--- src/rtl/dac_ctrl_pkg.sv ---
// Shared types and constants for the thermometer DAC sweep sequencer.
// Mode 2'b11 is reserved and folds onto UP when it is latched.
package dac_ctrl_pkg;

   typedef enum logic [1:0] {
      IDLE = 2'd0,
      HOLD = 2'd1,
      DONE = 2'd2
   } state_t;

   localparam logic [1:0] MODE_UP   = 2'b00;
   localparam logic [1:0] MODE_DOWN = 2'b01;
   localparam logic [1:0] MODE_TRI  = 2'b10;

   localparam int DEF_N_BITS = 4;
   localparam int DEF_HOLD_W = 4;

   function automatic logic [1:0] norm_mode(input logic [1:0] i_mode);
      return (i_mode == 2'b11) ? MODE_UP : i_mode;
   endfunction

endpackage

--- src/rtl/therm_enc.sv ---
// Level to thermometer encoder: the lowest i_level bits of o_code are set.
// Purely combinational.
module therm_enc
   import dac_ctrl_pkg::*;
#(
   parameter int N_BITS = DEF_N_BITS,
   parameter int LVL_W  = $clog2(N_BITS + 1)
) (
   input  logic [LVL_W-1:0]  i_level,
   output logic [N_BITS-1:0] o_code
);

   logic [31:0] w_lvl;

   assign w_lvl = 32'(i_level);

   always_comb begin
      o_code = '0;
      for (int k = 0; k < N_BITS; k++) begin
         o_code[k] = (k < w_lvl);
      end
   end

endmodule

--- src/rtl/dac_seq_ctrl.sv ---
// Start/busy/done sweep sequencer driving a thermometer-coded DAC through
// UP, DOWN or TRI ramps, holding each code for a programmable number of cycles.
module dac_seq_ctrl
   import dac_ctrl_pkg::*;
#(
   parameter int N_BITS = DEF_N_BITS,
   parameter int HOLD_W = DEF_HOLD_W
) (
   input  logic                         dac_clk,
   input  logic                         dac_rst,
   input  logic                         start,
   input  logic                         abort,
   input  logic [1:0]                   cfg_mode,
   input  logic [HOLD_W-1:0]            cfg_hold,
   input  logic                         cfg_loop,
   output logic [N_BITS-1:0]            b,
   output logic [$clog2(N_BITS+1)-1:0]  level,
   output logic                         busy,
   output logic                         sample,
   output logic                         done
);

   localparam int LVL_W = $clog2(N_BITS + 1);
   localparam logic [LVL_W-1:0]  LVL_TOP  = LVL_W'(N_BITS);
   localparam logic [LVL_W-1:0]  LVL_PEAK = LVL_W'(N_BITS - 1);
   localparam logic [LVL_W-1:0]  LVL_ONE  = LVL_W'(1);
   localparam logic [HOLD_W-1:0] HOLD_ONE = HOLD_W'(1);

   state_t              r_state;
   logic [LVL_W-1:0]    r_level;
   logic                r_dir;
   logic [HOLD_W-1:0]   r_hold_cnt;
   logic [1:0]          r_mode;
   logic [HOLD_W-1:0]   r_hold;
   logic                r_loop;
   logic                r_busy;
   logic                r_sample;
   logic                r_done;

   logic                w_final;
   logic [LVL_W-1:0]    w_step_level;
   logic                w_step_dir;
   logic [LVL_W-1:0]    w_wrap_level;
   logic                w_wrap_dir;
   logic [1:0]          w_start_mode;

   assign w_start_mode = norm_mode(cfg_mode);

   // Next code within a sweep, and the restart point when looping.
   always_comb begin
      w_final      = 1'b0;
      w_step_level = r_level;
      w_step_dir   = r_dir;
      w_wrap_level = '0;
      w_wrap_dir   = 1'b1;
      case (r_mode)
         MODE_DOWN: begin
            w_final      = (r_level == '0);
            w_step_level = r_level - LVL_ONE;
            w_wrap_level = LVL_TOP;
            w_wrap_dir   = 1'b0;
         end
         MODE_TRI: begin
            w_final      = !r_dir && (r_level == '0);
            w_wrap_level = LVL_ONE;
            if (r_dir && (r_level == LVL_TOP)) begin
               w_step_level = LVL_PEAK;
               w_step_dir   = 1'b0;
            end else if (r_dir) begin
               w_step_level = r_level + LVL_ONE;
            end else begin
               w_step_level = r_level - LVL_ONE;
            end
         end
         default: begin
            w_final      = (r_level == LVL_TOP);
            w_step_level = r_level + LVL_ONE;
         end
      endcase
   end

   always_ff @(posedge dac_clk or posedge dac_rst) begin
      if (dac_rst) begin
         r_state    <= IDLE;
         r_level    <= '0;
         r_dir      <= 1'b0;
         r_hold_cnt <= '0;
         r_mode     <= '0;
         r_hold     <= '0;
         r_loop     <= 1'b0;
         r_busy     <= 1'b0;
         r_sample   <= 1'b0;
         r_done     <= 1'b0;
      end else begin
         case (r_state)
            IDLE: begin
               r_level  <= '0;
               r_busy   <= 1'b0;
               r_sample <= 1'b0;
               r_done   <= 1'b0;
               if (start && !abort) begin
                  r_mode     <= w_start_mode;
                  r_hold     <= cfg_hold;
                  r_loop     <= cfg_loop;
                  r_level    <= (w_start_mode == MODE_DOWN) ? LVL_TOP : '0;
                  r_dir      <= (w_start_mode != MODE_DOWN);
                  r_hold_cnt <= cfg_hold;
                  r_busy     <= 1'b1;
                  r_sample   <= (cfg_hold == '0);
                  r_state    <= HOLD;
               end
            end
            HOLD: begin
               if (abort) begin
                  r_state  <= IDLE;
                  r_level  <= '0;
                  r_busy   <= 1'b0;
                  r_sample <= 1'b0;
                  r_done   <= 1'b0;
               end else if (r_hold_cnt != '0) begin
                  r_hold_cnt <= r_hold_cnt - HOLD_ONE;
                  r_sample   <= (r_hold_cnt == HOLD_ONE);
               end else if (w_final && !r_loop) begin
                  r_state  <= DONE;
                  r_sample <= 1'b0;
                  r_done   <= 1'b1;
               end else begin
                  r_level    <= w_final ? w_wrap_level : w_step_level;
                  r_dir      <= w_final ? w_wrap_dir : w_step_dir;
                  r_hold_cnt <= r_hold;
                  r_sample   <= (r_hold == '0);
               end
            end
            default: begin
               r_state  <= IDLE;
               r_level  <= '0;
               r_busy   <= 1'b0;
               r_sample <= 1'b0;
               r_done   <= 1'b0;
            end
         endcase
      end
   end

   therm_enc #(
      .N_BITS (N_BITS),
      .LVL_W  (LVL_W)
   ) u_enc (
      .i_level (r_level),
      .o_code  (b)
   );

   assign level  = r_level;
   assign busy   = r_busy;
   assign sample = r_sample;
   assign done   = r_done;

endmodule

--- config.mk ---
export PLATFORM = sky130hd
export DESIGN_NAME = dac_seq_ctrl
export DESIGN_NICKNAME = d
export VERILOG_FILES = /design/src/rtl/dac_ctrl_pkg.sv /design/src/rtl/therm_enc.sv /design/src/rtl/dac_seq_ctrl.sv
export SDC_FILE = /design/constraint.sdc
export NUM_CORES = 1
export LEC_CHECK = 0
export CORE_MARGIN = 4
export CORE_UTILIZATION = 50
export DETAILED_ROUTE_END_ITERATION = 12
export PLACE_DENSITY = 0.74
export SYNTH_ARGS = -nofsm -noshare
export SYNTH_HDL_FRONTEND = slang
export SYNTH_SLANG_ARGS = --single-unit
--- constraint.sdc ---
create_clock -name dac_clk -period 4.6 [get_ports dac_clk]
set_clock_uncertainty 0.05 [all_clocks]
set_input_delay 0.92 -clock dac_clk [delete_from_list [all_inputs] [get_ports dac_clk]]
set_output_delay 0.92 -clock dac_clk [all_outputs]
set_load 0.05 [all_outputs]
==> out/qor.yml <==
status: "finished, final reports clean"
die-area_um2: 3770
io_pins: 21
placed_cells: 207
synth_warnings: 0
grt_pass1_wl_mm: 5.74
drc: 0
area_growth_syn_to_layout_pct: 17.9
ys_ff_latch: 20
post-route-min-period_ps: 3250
syn_nets: 182
worstPathMaxFanout: 13
ys_top_cells_by_area: "dfrtp_1 (35%), ha_1 (7.9%), nand2_1 (5.3%), o21ai_0 (4.6%), inv_1 (3.7%)"
critical_path_class: "register to primary output"
hold_buffers: 0
cts.sinks: 20
dpl_cell_area_um2: 1630
endpoint_kind: "primary output"
dpl.hpwl_mm: 2.56
syn_inst: 162
tns_ps: 0
syn_area_um2: 1430
start_util_pct: 52.2
drt_iter0_drc: 80
slew_violations: 0
design_area_um2: 1680
detail_route.wirelength_mm: 3.43
grt_usage_pct: 20.4
nFillCells: 246
relSlewSlack_pct: 49.7
synthDominantCellAreaShare_pct: 35.1
synth_ff_type: "dfrtp_1"
ys_types: 51
coreArea_um2: 2730
synth_top_cell_by_area: "dfrtp_1"
die_x_um: 61.4
hold_viol: 0
hold_class: "register to register"
ant_nets: 0
ys_seq_area_share_pct: 35.1
row_count: 19
rsz0062_at_grt: "no"
synthArstFlopShare_pct: 100
finalNonFillerCells: 211
synth.avg_cell_area_um2: 8.81
gp_congestion: 0.911
vias_per_cell: 6.18
die_h_um: 61.4
numCtsBuffers: 3
synthTopCellsByCount: "dfrtp_1 (20), nand2_1 (20), inv_1 (14)"
grt_max_degree: 21
antenna_found_initial: 0
cp-start-kind: "register"
firstDrtPassIters: 4
worstPathRequired_ps: 3630
h-tree-depth: 1
drive_gt1_share_pct: 6.67
maxCapViolations: 0
root_buffer: "clkbuf_4"
clock_latency_ps: 310
n_antenna_cell: 0
path_clk_slew_ps: 120
power_density_nw_per_um2: 415
setup_viol: 0
synth-edff-count: 0
fin_crit_sh_pct: 70.6
grt_pass1_vias: 1227
cts_setup_buffers: 0
overflow: 0
clockBufferDepth: 2
cts_tree: "yes"
ctsResizeCount: 0
drt-wirelength-per-cell_um: 16.3
leakagePower_uw: 0.000730
port_buffers: 20
vdd_drop_max_mv: 0.319
nets: 201
clock.fmax_mhz: 308
worstPathArrival_ps: 2280
worst_pin_slew_ps: 753
num_vias: 1303
-- through the flow --
step,setup slack (ps),hold slack [ps],power (uW),utilization [%]
5_1_grt,1200,505,747,61.6
3_5_place_dp,1610,447,553,59.6
4_1_cts,1350,479,701,61.6
6_report,1350,469,698,61.6
2_1_floorplan,973,410,473,-
3_3_place_gp,1690,417,544,59.6
-- final timing paths --
| path | from | endpoint | slack [ps] | cells past startpoint |
|---|---|---|---|---|
| setup / recovery | level[2] | b[1] | 1350 | 4 |
| max in group asynchronous | dac_rst | level[1] | 3050 | 2 |
| hold / removal | busy | busy | 470 | 2 |
| min in group asynchronous | dac_rst | r_state[0] | 980 | 2 |
| setup reg to reg | r_mode[0] | r_dir | 2110 | 7 |
| hold reg to reg | busy | busy | 470 | 2 |
-- cells by family after synthesis --
logic type | count (synthesis) | share of synthesized area, %
AO/OA/AOI/OAI | 49 | 25.2
XOR/XNOR | 2 | 1.23
adder cells (fa/ha/maj) | 9 | 7.89
buffers and inverters | 20 | 6.22
flip-flops | 20 | 35.1
multiplexers | 2 | 1.49
AND/OR/NAND/NOR | 60 | 22.9
-- sequential cells by signal (all words and copies together) (netlist names) --
register    cells
r_loop          1
level           3
sample          1
r_hold          4
r_state         2
r_hold_cnt      4
r_dir           1
done            1
r_mode          2
busy            1
-- power breakdown --
| part | switching, uW | total (uW) | internal [uW] |
|---|---|---|---|
| clock network | 57.4 | 146 | 88.2 |
| registers | 51.9 | 261 | 209 |
| logic | 175 | 292 | 117 |
-- routing by layer --
metal	global-route usage (%)	vias up	share of wire, %
li1	-	627	-
met1	28.7	621	43
met2	32.9	50	50
met3	1.68	5	6.3
met4	7.58	0	1.2
met5	0	-	0
-- cell usage in the layout (no fill, tap or decap), drive strengths merged, types with 2 or more instances in the layout --
cell type,netlist,layout
clkdlybuf4s50,0,20
o31ai,3,3
inv,14,14
clkbuf,2,3
o211ai,2,2
nor3b,2,2
ha,9,9
a211oi,2,2
nand2,20,20
a21boi,2,2
and3,2,2
a31oi,3,3
nor4b,3,3
o21a,2,2
a21oi,7,7
xor2,2,2
nand2b,6,6
dfrtp,20,20
nor3,4,4
nand3,5,5
or3,3,3
nor2,10,10
o21ai,13,13
-- worst max-delay path: stages (launching register included) --
cell and delay (ps):
dfrtp_1 630, inv_1 200, nand3_1 130, a21boi_0 190, clkdlybuf4s50_1 830
-- area by class of cell --
cell class              count  area (um2)  area share [%]
inverters                  14        52.6            3.12
well taps                  31        38.8            2.30
multi-input cells         122         838            49.8
repair buffers             20         200            11.9
flip-flops and latches     20         500            29.7
clock inverters             1        30.0            1.78
clock buffers               3        22.5            1.34
No activity file was read; power rests on OpenSTA's default activity.
